File: src/rtl/mem_lsu.sv
// mem_lsu: MEM-stage load/store unit; issues one data-memory request per aligned access,
// stalls the pipeline until the ack, then aligns and extends the load result.
`ifndef XLEN_64b
`define XLEN_64b 2
`endif
module mem_lsu #(
    parameter int XLEN = `XLEN_64b,
    localparam int W = 1 << (XLEN + 4),
    localparam int B = W / 8,
    localparam int OW = $clog2(B)
) (
    input  logic         i_clk,
    input  logic         i_rst_n,
    input  logic         i_mem_rd_m,
    input  logic         i_mem_wr_m,
    input  logic [2:0]   i_f3_m,
    input  logic [W-1:0] i_addr_m,
    input  logic [W-1:0] i_wdata_m,
    output logic         o_dmem_req,
    output logic         o_dmem_we,
    output logic [W-1:0] o_dmem_addr,
    output logic [W-1:0] o_dmem_wdata,
    output logic [B-1:0] o_dmem_be,
    input  logic         i_dmem_ack,
    input  logic [W-1:0] i_dmem_rdata,
    output logic [W-1:0] o_mem_out_m,
    output logic         o_stall,
    output logic         o_misaligned
);
    typedef enum logic [1:0] {IDLE, BUSY, DONE} state_t;
    state_t state, state_nxt;
    logic access, misaligned_acc, start;
    logic [OW-1:0] off, off_q;
    logic [1:0] size_q;
    logic uns_q;
    int unsigned nbytes;
    logic [B-1:0] mask;
    logic [W-1:0] shifted, load_val;

    assign access = i_mem_rd_m | i_mem_wr_m;
    assign off = i_addr_m[OW-1:0];
    assign nbytes = 32'd1 << i_f3_m[1:0];
    assign misaligned_acc = access && ((nbytes > B) || ((off & OW'(nbytes - 1)) != '0));
    assign start = access && !misaligned_acc;
    // sizes wider than the bus underflow the shift amount and yield an empty mask
    assign mask = {B{1'b1}} >> (B - nbytes);
    assign shifted = i_dmem_rdata >> {off_q, 3'b000};
    assign load_val = size_q == 2'd0 ? W'(shifted[7:0])  | ({W{~uns_q & shifted[7]}}  << 8)  :
                      size_q == 2'd1 ? W'(shifted[15:0]) | ({W{~uns_q & shifted[15]}} << 16) :
                      size_q == 2'd2 ? W'(shifted[31:0]) | ({W{~uns_q & shifted[31]}} << 32) :
                      shifted;

    always_ff @(posedge i_clk) begin
        if (!i_rst_n) state <= IDLE;
        else state <= state_nxt;
    end

    always_comb begin
        state_nxt = state;
        o_stall = 1'b0;
        o_misaligned = 1'b0;
        state_nxt = state == IDLE ? (start ? BUSY : IDLE) :
                    state == BUSY ? (i_dmem_ack ? DONE : BUSY) : IDLE;
        o_stall = (state == IDLE && start) || state == BUSY;
        o_misaligned = state == IDLE && misaligned_acc;
    end

    always_ff @(posedge i_clk) begin
        if (!i_rst_n) begin
            o_dmem_req <= 1'b0;
            o_dmem_we <= 1'b0;
            o_dmem_addr <= '0;
            o_dmem_wdata <= '0;
            o_dmem_be <= '0;
            o_mem_out_m <= '0;
            off_q <= '0;
            size_q <= '0;
            uns_q <= 1'b0;
        end else begin
            if (state == IDLE && start) begin
                o_dmem_req <= 1'b1;
                o_dmem_we <= i_mem_wr_m;
                o_dmem_addr <= {i_addr_m[W-1:OW], OW'(0)};
                o_dmem_wdata <= i_wdata_m << {off, 3'b000};
                o_dmem_be <= mask << off;
                off_q <= off;
                size_q <= i_f3_m[1:0];
                uns_q <= i_f3_m[2];
            end
            if (state == BUSY && i_dmem_ack) begin
                o_dmem_req <= 1'b0;
                if (!o_dmem_we) o_mem_out_m <= load_val;
            end
        end
    end
endmodule

File: config.mk
export PLATFORM = sky130hd
export DESIGN_NAME = mem_lsu
export DESIGN_NICKNAME = d
export VERILOG_FILES = /design/src/rtl/mem_lsu.sv
export SDC_FILE = /design/constraint.sdc
export NUM_CORES = 1
export LEC_CHECK = 0
export ABC_AREA = 0
export CORE_UTILIZATION = 45
export DETAILED_ROUTE_END_ITERATION = 10
export GPL_TIMING_DRIVEN = 0
export PLACE_DENSITY = 0.82
export SYNTH_ARGS = -nofsm -noshare
export SYNTH_HDL_FRONTEND = slang
export SYNTH_SLANG_ARGS = --single-unit
File: constraint.sdc
create_clock -name i_clk -period 5.5 [get_ports i_clk]
set_clock_uncertainty 0.15 [all_clocks]
set_input_delay 1.65 -clock i_clk [delete_from_list [all_inputs] [get_ports i_clk]]
set_output_delay 1.65 -clock i_clk [all_outputs]
set_load 0.02 [all_outputs]
==> reports/results.txt, run 1 <==
DRT iter0 DRCs -> 1356
placed instance area -> 15100 um^2
ratio of cells with drive above 1 in the final layout -> 10.7%
Post-synth top flop -> dfxtp_1
Ys Warns -> 0
GP Congestion -> 1.01
CORE AREA -> 23400 um^2
grt total ovfl -> 0
crit path cell chain -> clkdlybuf4s50_1 -> o21ai_1 -> or2_4 -> buf_6 -> buf_6 -> nand2_1 -> buf_2
total chip power -> 4.26 mW
worst r2r src -> state[1]$_SDFF_PP0_
Root Driver -> clkbuf_16
CTS clk-pin slew, worst paths -> 60 ps
CP max FO -> 19
Bufs on Longest Clock Path -> 3
post-synth cell types -> 54
Synth area leader -> dfxtp_1
RSZ-0062 raised after global routing -> false
Hold Path Origin -> o_dmem_addr[62]$_SDFFE_PN0P_
Critical Path Start -> i_mem_wr_m
Vias -> 11900
Top-Level Pins -> 404
most common cell after layout, fill and taps aside -> clkdlybuf4s50_1
combinational fraction of design power -> 25.5%
Fmax -> 0.190 GHz
Worst Path Required -> 3700 ps
first-pass GRT wire length -> 69.1 mm
most frequent cells in the layout -> clkdlybuf4s50_1 (394), nand2_1 (268), dfxtp_1 (207)
All-Layer GR Usage -> 37.9%
Die ar. -> 24400 um^2
Worst Path Buf+Inv -> 4
Final HPWL DP -> 36.9 mm
final wirelength -> 47.3 mm
Post-synth EDFFs -> 0
TritonCTS clock tree -> done
Via density -> 5.96
CP max stage delay -> 560 ps
total net switching power -> 1.28 mW
outcome -> completed
Syn Inst Count -> 1243
Die Ht -> 156 um
hold buffer count at cts -> 0
vias in the first global route -> 11600
Clk Latency, worst-skew pair -> 530 ps
VDD IR max -> 0.246 mV
final slew viol count -> 0
kind of capture point of the worst setup path -> output port
WP data arrival -> 3470 ps
synthesized cell area -> 10700 um^2
ys async rst share -> 0%
slew margin rel. -> 19.3%
crit-path leading delay family -> buffers and inverters
Die X -> 156 um
Num CTS Buffers -> 24
min-delay worst type -> register to register
CP max-delay cell -> o21ai_1
Setup CP Type -> input pin to output port
Setup-failing EPs final -> 0
# Max-Cap Violations -> 0
routed len/inst -> 23.6 um
Synth Register Bits -> 207
Final Cycle Share -> 95.8%
antenna-violating nets left -> 0
Area Growth Syn to Fin -> 47.9%
P_leak -> 5.61 nW
Hold Vio Cnt, Final -> 0
Initial Utilization -> 45.7%
sequential fraction of the synthesis area -> 38.8%
Port-buffer cells -> 397
Seq pwr share -> 38.5%
Layout Nets -> 1868
largest net degree at the start of global routing -> 20
Initial DRT Pass Iterations -> 6
# DRC -> 0
average size of a mapped cell -> 8.60 um^2
Tmin final -> 5270 ps
row cnt -> 56
initial antenna violation count -> 5
Synth top area share -> 38.8%
clock share of power -> 35.9%
Worst-Margin Slew -> 1200 ps
CTS Sinks -> 207
Most common cell on crit path -> buf_6
Finished Cell Area -> 15800 um^2
Int Power -> 2.98 mW
top cells by area, synth -> dfxtp_1 (39%), mux4_2 (9.7%), nand2_1 (9.4%)
Net Sw Frac -> 30.0%
CP startpoint kind -> input pin
PD cells -> 269 nW/um^2
Max H-tree Level -> 1
## stage by stage
step / worst slack [ps] / util (%) / cells / hold slack [ps] / setup TNS (ps)
floorplan: 213 / - / 1245 / 300 / 0
global placement: -948 / 64.4 / 1961 / 291 / -1070
detailed placement: -948 / 64.4 / 1961 / 296 / -1090
CTS: 52.5 / 67.5 / 2000 / 304 / 0
global route: 148 / 67.5 / 2002 / 318 / 0
finish: 234 / 67.6 / 2003 / 301 / 0
## repair_timing
item | CTS | global route
setup buffers | 0 | 0
setup endpoints to repair | 2 | 1
resized for setup | 6 | 4
## cells by family (layout without fill, tap and decap cells)
family | Yosys count | in the layout | share of synthesized area [%]
adders and majority gates | 1 | 1 | 0.117
other | 1 | 6 | 0.0351
AOI/OAI and AO/OA | 343 | 343 | 19.5
and+or+nand+nor | 417 | 417 | 16.4
muxes | 152 | 152 | 20.0
DFF | 207 | 207 | 38.8
buffers and inverters | 122 | 558 | 5.22
## per-layer routing
layer | vias up | global-route usage, % | part of all wire [%]
met2 | 846 | 63.2 | 47
met1 | 5612 | 43.1 | 35
met5 | - | 0 | 0.057
met4 | 4 | 23.9 | 6.8
met3 | 198 | 9.83 | 11
li1 | 5282 | - | -
## path summary, 6_finish.rpt
kind	end	slack (ps)	cells past startpoint
hold / removal	o_dmem_addr[62]$_SDFFE_PN0P_	300	2
setup / recovery	o_stall	230	7
setup reg to reg	o_mem_out_m[60]$_SDFFE_PN0P_	2600	6
hold reg to reg	o_dmem_addr[62]$_SDFFE_PN0P_	300	2
## sequential cells by signal (all words and copies together) (netlist names)
register / flops
off_q: 3
o_dmem_we: 1
o_mem_out_m: 64
uns_q: 1
o_dmem_addr: 61
state: 2
o_dmem_req: 1
o_dmem_be: 8
o_dmem_wdata: 64
size_q: 2
## synth_stat cells (4+ instances only)
master,count
a211oi_1,22
a21oi_1,162
a22o_1,8
a22oi_1,15
a31oi_1,11
a32oi_1,8
buf_1,7
buf_2,32
buf_4,8
buf_6,4
clkbuf_1,64
clkinv_1,4
dfxtp_1,207
mux2_2,35
mux2i_1,71
mux4_2,46
nand2_1,268
nand2b_1,7
nand3_1,21
nor2_1,75
nor2b_1,5
nor3_1,8
o211a_1,9
o211ai_1,9
o21ai_0,65
o221a_2,9
o22ai_1,9
or3_1,16
## worst register-to-register path: cells and delay by family (launching register included)
kind	cells	cell delay (ps)
AO/OA/AOI/OAI	2	440
AND/OR/NAND/NOR	3	1580
buffers and inverters	1	310
flip-flops	1	320
## power by group through the flow
| stage | clock network, mW | logic, mW | registers, mW |
|---|---|---|---|
| after floorplan | 0 | 0.454 | 1.76 |
| after global placement | 0 | 1.06 | 1.67 |
| after detailed placement | 0 | 1.06 | 1.67 |
| after CTS | 1.54 | 1.07 | 1.64 |
| after global routing | 1.60 | 1.14 | 1.65 |
| final | 1.53 | 1.09 | 1.64 |
## area by class of cell
class	instances	area, um^2
clock buffers	34	679
plain buffers	114	529
flip-flops and latches	207	4140
multi-input cells	916	6000
clock inverters	6	61.3
diodes	3	7.51
fillers	1943	7590
well taps	319	399
inverters	7	26.3
repair buffers	397	3970
Power figures use the tool's default switching activity.
==> run 2: changes to the inputs <==
--- a/config.mk
+++ b/config.mk
@@ -9,7 +9,7 @@
 export CORE_UTILIZATION = 45
 export DETAILED_ROUTE_END_ITERATION = 10
 export GPL_TIMING_DRIVEN = 0
-export PLACE_DENSITY = 0.82
+export PLACE_DENSITY_LB_ADDON = 0.25
 export SYNTH_ARGS = -nofsm -noshare
 export SYNTH_HDL_FRONTEND = slang
 export SYNTH_SLANG_ARGS = --single-unit
==> run 2 against run 1 <==
Compared with the run above:
- sequential power barely moved
- cell area rose by 0.52%
- global-route usage fell by 0.095 points
- clock-buffer cell count fell by 3
- sequential share of layout area fell by 0.14 points
- highest routed layer is now met4
==> reports/results.txt, run 2 (synthesis gave the netlist of run 1 again) <==
outcome -> completed
CTS clk-pin slew, worst paths -> 60 ps
PD cells -> 278 nW/um^2
Num CTS Buffers -> 23
Die X -> 156 um
grt total ovfl -> 0
Clk Latency, worst-skew pair -> 520 ps
CP max-delay cell -> clkbuf_1
Vias -> 11800
most frequent cells in the layout -> clkdlybuf4s50_1 (394), nand2_1 (268), dfxtp_1 (207)
hold buffer count at cts -> 0
CORE AREA -> 23400 um^2
Worst Path Required -> 3700 ps
Hold Vio Cnt, Final -> 0
CTS Sinks -> 207
final hold slack -> 304 ps
top flop regs -> o_dmem_wdata (64), o_mem_out_m (64), o_dmem_addr (61)
Layout Nets -> 1867
slew margin rel. -> 25.2%
DRT iter0 DRCs -> 1244
RSZ-0062 raised after global routing -> false
Via density -> 5.90
crit path cell chain -> clkbuf_1 -> and2_1 -> inv_1 -> ha_1 -> a221o_1 -> buf_6 -> or2_4 -> buf_6 -> buf_6 -> nand2_1 -> buf_2
Finished Cell Area -> 15900 um^2
Tmin final -> 5410 ps
Most common cell on crit path -> buf_6
GP Congestion -> 0.999
Die Ht -> 156 um
largest net degree at the start of global routing -> 20
post-route setup TNS -> 0 ps
Worst Path Buf+Inv -> 6
# Max-Cap Violations -> 0
vias in the first global route -> 11100
placed instance area -> 15100 um^2
initial antenna violation count -> 4
ratio of cells with drive above 1 in the final layout -> 10.8%
Fmax -> 0.185 GHz
crit-path leading delay family -> buffers and inverters
Post-CTS Setup Inserts -> 0
Initial Utilization -> 45.7%
Worst-Margin Slew -> 1120 ps
Max H-tree Level -> 1
final wirelength -> 47.4 mm
Setup CP Type -> input pin to output port
final core occ -> 67.9%
row cnt -> 56
first-pass GRT wire length -> 69.0 mm
VDD IR max -> 0.260 mV
TritonCTS clock tree -> done
Bufs on Longest Clock Path -> 3
Root Driver -> clkbuf_16
Die ar. -> 24400 um^2
Initial DRT Pass Iterations -> 6
min-delay worst type -> register to register
Resized Gates After CTS -> 5
All-Layer GR Usage -> 37.8%
# DRC -> 0
WP data arrival -> 3610 ps
Final HPWL DP -> 37.2 mm
Top-Level Pins -> 404
antenna-violating nets left -> 0
Setup-failing EPs final -> 0
kind of capture point of the worst setup path -> output port
CP max FO -> 19
P_leak -> 5.65 nW
Area Growth Syn to Fin -> 48.7%
fill count -> 2006
most common cell after layout, fill and taps aside -> clkdlybuf4s50_1
CP startpoint kind -> input pin
CP max stage delay -> 320 ps
Port-buffer cells -> 397
Final Cycle Share -> 98.3%
final slew viol count -> 0
routed len/inst -> 23.6 um
-- run 2: cell count changes in the layout (fill, tap and decap cells not counted) --
cell / before / now
inv_6: 0 / 2
clkbuf_16: 25 / 23
dlygate4sd2_1: 0 / 1
clkbuf_2: 2 / 0
bufinv_16: 1 / 5
clkinv_4: 1 / 0
diode_2: 3 / 5
-- run 2: path summary, 6_finish.rpt --
kind / end / depth (start not counted) / slack [ps] / start
worst max-delay path: o_stall / 11 / 90 / i_f3_m[1]
worst max register to register: o_mem_out_m[31]$_SDFFE_PN0P_ / 5 / 2610 / state[1]$_SDFF_PP0_
worst min-delay path: o_dmem_addr[22]$_SDFFE_PN0P_ / 2 / 300 / o_dmem_addr[22]$_SDFFE_PN0P_
worst min register to register: o_dmem_addr[22]$_SDFFE_PN0P_ / 2 / 300 / o_dmem_addr[22]$_SDFFE_PN0P_
-- run 2: stage by stage --
| stage | worst slack, ps | std cells | power (mW) |
|---|---|---|---|
| after floorplan | 213 | 1245 | 2.21 |
| after global placement | -875 | 1961 | 2.74 |
| after detailed placement | -913 | 1961 | 2.74 |
| after CTS | 68.3 | 2002 | 4.41 |
| after global routing | 16.1 | 2006 | 4.55 |
| final | 90.8 | 2007 | 4.42 |
-- run 2: worst min-delay path, cell delays in order, from the launching register on --
cell,delay (ps)
dfxtp_1,310
nand2_1,50
a21oi_1,50
-- run 2: metal layers --
metal  wire (um)  track usage (%)  vias up
li1            -                -     5299
met2       22100             63.2      774
met5           0                0        -
met1       17900             45.0     5618
met4        2850             21.3        0
met3        4650             8.00      150
-- run 2: report_power, final --
group	internal, mW	leakage, nW	switching (mW)
clock	1.04	0.397	0.649
combinational	0.492	3.56	0.604
sequential	1.59	1.69	0.0518
-- run 2: area by class of cell --
type / count / area [um^2] / area share, %
Multi-Input combinational cell: 916 / 6000 / 37.7
Sequential cell: 207 / 4140 / 26.1
Timing Repair Buffer: 397 / 3970 / 25.0
Clock buffer: 31 / 626 / 3.94
Buffer: 114 / 528 / 3.32
Tap cell: 319 / 399 / 2.51
Clock inverter: 11 / 190 / 1.20
Inverter: 7 / 26.3 / 0.165
Antenna cell: 5 / 12.5 / 0.0787
==> run 3: changes to the inputs <==
--- a/config.mk
+++ b/config.mk
@@ -5,8 +5,8 @@
 export SDC_FILE = /design/constraint.sdc
 export NUM_CORES = 1
 export LEC_CHECK = 0
-export ABC_AREA = 0
-export CORE_UTILIZATION = 45
+export ABC_AREA = 1
+export CORE_UTILIZATION = 46
 export DETAILED_ROUTE_END_ITERATION = 10
 export GPL_TIMING_DRIVEN = 0
 export PLACE_DENSITY_LB_ADDON = 0.25
==> run 3 against run 2 <==
Compared with the run above:
- wire length is 17% higher
- critical path depth is 2 higher
- hold slack better by 11 ps
- register-to-register slack better by 450 ps
- sequential power hardly changed
- via count is 25% higher
- synthesized cell count is 41% higher
- die area is 1.9% higher
- global-route usage is 5.4 points higher
- clock power is 2% lower
- combinational power is 25% higher
- highest routed layer unchanged
==> reports/results.txt, run 3 <==
outcome -> completed
Synth Register Bits -> 207
initial antenna violation count -> 0
WP data arrival -> 3490 ps
highest routed layer -> met4
Synth Area in XOR/XNOR -> 0%
Routed met2 length -> 26.6 mm
Worst Path Buf+Inv -> 7
Vias -> 14800
main combinational cell family by area after synthesis -> simple AND/OR/NAND/NOR gates
routed wl met3 -> 5.75 mm
M1 WL -> 19.4 mm
slew margin rel. -> 23.6%
RSZ-0062 raised after global routing -> false
min-delay worst type -> register to register
Post-synth top flop -> dfxtp_1
Bufs on Longest Clock Path -> 3
Port-buffer cells -> 397
Ys Warns -> 0
# Max-Cap Violations -> 0
placed instance area -> 15500 um^2
Syn Inst Count -> 1758
combinational fraction of design power -> 29.3%
Tmin final -> 5290 ps
Post-synth EDFFs -> 0
Area Growth Syn to Fin -> 46.7%
Int Power -> 3.08 mW
CTS clk-pin slew, worst paths -> 60 ps
CORE AREA -> 23600 um^2
Setup CP Type -> input pin to output port
Layout Nets -> 2384
Synth area leader -> dfxtp_1
Worst-Margin Slew -> 1130 ps
final core occ -> 69.2%
antenna-violating nets left -> 0
CP max-delay cell -> dlygate4sd2_1
average size of a mapped cell -> 6.34 um^2
Num CTS Buffers -> 24
total net switching power -> 1.61 mW
clock share of power -> 35.2%
Die Ht -> 158 um
Post-CTS Setup Inserts -> 0
DRT iter0 DRCs -> 1521
fill count -> 1911
vias in the first global route -> 14200
adder-cell share of the synthesized area -> 0.112%
Initial Utilization -> 47.2%
P_leak -> 6.84 nW
CP startpoint kind -> input pin
routed len/inst -> 22.0 um
Root Driver -> clkbuf_16
Die ar. -> 24800 um^2
final wirelength -> 55.4 mm
kind of capture point of the worst setup path -> output port
Max H-tree Level -> 1
total chip power -> 4.68 mW
Net Sw Frac -> 34.3%
CP max FO -> 10
Final Cycle Share -> 96.3%
Clk Latency, worst-skew pair -> 540 ps
PD cells -> 287 nW/um^2
# DRC -> 0
mux share of post-synthesis cell area -> 0.180%
TritonCTS clock tree -> done
Finished Cell Area -> 16300 um^2
sequential fraction of the synthesis area -> 37.2%
Final HPWL DP -> 42.1 mm
Synth top area share -> 37.2%
Post-synth top cells -> nand2_1 (544), o21ai_0 (216), dfxtp_1 (207)
antenna cells -> 0
top flop regs -> o_dmem_wdata (64), o_mem_out_m (64), o_dmem_addr (61)
Fmax -> 0.189 GHz
Setup-failing EPs final -> 0
VDD IR max -> 0.334 mV
hold buffer count at cts -> 0
ys async rst share -> 0%
post-synth cell types -> 36
most common cell after layout, fill and taps aside -> nand2_1
CP max stage delay -> 300 ps
final slew viol count -> 0
All-Layer GR Usage -> 43.2%
Initial DRT Pass Iterations -> 6
synthesized cell area -> 11100 um^2
Via density -> 5.87
most frequent cells in the layout -> nand2_1 (543), clkdlybuf4s50_1 (393), o21ai_0 (215)
first-pass GRT wire length -> 81.0 mm
Hold Vio Cnt, Final -> 0
top cells by area, synth -> dfxtp_1 (37%), nand2_1 (18%), o21ai_0 (9.7%)
grt total ovfl -> 0
Die X -> 158 um
ratio of cells with drive above 1 in the final layout -> 7.27%
largest net degree at the start of global routing -> 14
fin cells -> 2520
crit path cell chain -> dlygate4sd2_1 -> nand2_2 -> inv_1 -> ha_1 -> nor2_1 -> nand2_2 -> inv_2 -> nand2_2 -> buf_6 -> buf_6 -> buf_6 -> nand2_1 -> clkdlybuf4s15_2
Resized Gates After CTS -> 5
post-placement cell count -> 2476
row cnt -> 56
Synth Area in Simple Gates -> 33.7%
crit-path leading delay family -> buffers and inverters
Worst Path Required -> 3700 ps
Top-Level Pins -> 404
Compound-Gate Fraction of Synth Area -> 20.3%
GP Congestion -> 1.08
CTS Sinks -> 207
Seq pwr share -> 35.5%
most frequent cell after synthesis -> nand2_1
## run 3: area by class of cell
cell class | count | area (um^2) | share of cell area, %
Sequential cell | 207 | 4140 | 25.4
Timing Repair Buffer | 397 | 3980 | 24.4
Clock buffer | 32 | 701 | 4.29
Inverter | 61 | 229 | 1.40
Tap cell | 319 | 399 | 2.44
Clock inverter | 12 | 113 | 0.689
Buffer | 147 | 722 | 4.42
Multi-Input combinational cell | 1345 | 6050 | 37.0
## run 3: final timing paths
check / depth (start not counted) / slack (ps) / end / from
min reg2reg: 2 / 320 / o_dmem_wdata[7]$_SDFFE_PN0P_ / o_dmem_wdata[7]$_SDFFE_PN0P_
max reg2reg: 6 / 3060 / o_mem_out_m[61]$_SDFFE_PN0P_ / state[1]$_SDFF_PP0_
max: 13 / 210 / o_stall / i_f3_m[0]
min: 2 / 320 / o_dmem_wdata[7]$_SDFFE_PN0P_ / o_dmem_wdata[7]$_SDFFE_PN0P_
## run 3: power groups by stage
stage / clock network (mW) / logic, mW / registers, mW
finish: 1.65 / 1.37 / 1.66
global route: 1.71 / 1.45 / 1.67
CTS: 1.64 / 1.34 / 1.66
detailed placement: 0 / 1.32 / 1.69
global placement: 0 / 1.31 / 1.68
floorplan: 0 / 0.582 / 1.79
## run 3: tightest hold or removal path, stage by stage (launching register included)
cell and delay [ps]:
dfxtp_1 310, nand2_1 60, a21oi_1 50
## run 3: metrics by stage
step	setup WS [ps]	TNS (ps)	hold slack, ps
2_1_floorplan	861	0	307
3_3_place_gp	-342	-342	301
3_5_place_dp	-365	-365	307
4_1_cts	7.23	0	317
5_1_grt	66.0	0	335
6_report	206	0	315
## run 3: logic make-up after synthesis
kind of cell             Yosys count
AO/OA/AOI/OAI                    417
AND/OR/NAND/NOR                  922
flip-flops                       207
multiplexers                       2
adder cells (fa/ha/maj)            1
buffers and inverters            208
other                              1
## run 3: per-layer routing
layer | up-vias | GRT usage, %
met5 | - | 0
li1 | 6615 | -
met4 | 0 | 26.8
met3 | 240 | 8.65
met2 | 1083 | 74.6
met1 | 6861 | 48.8
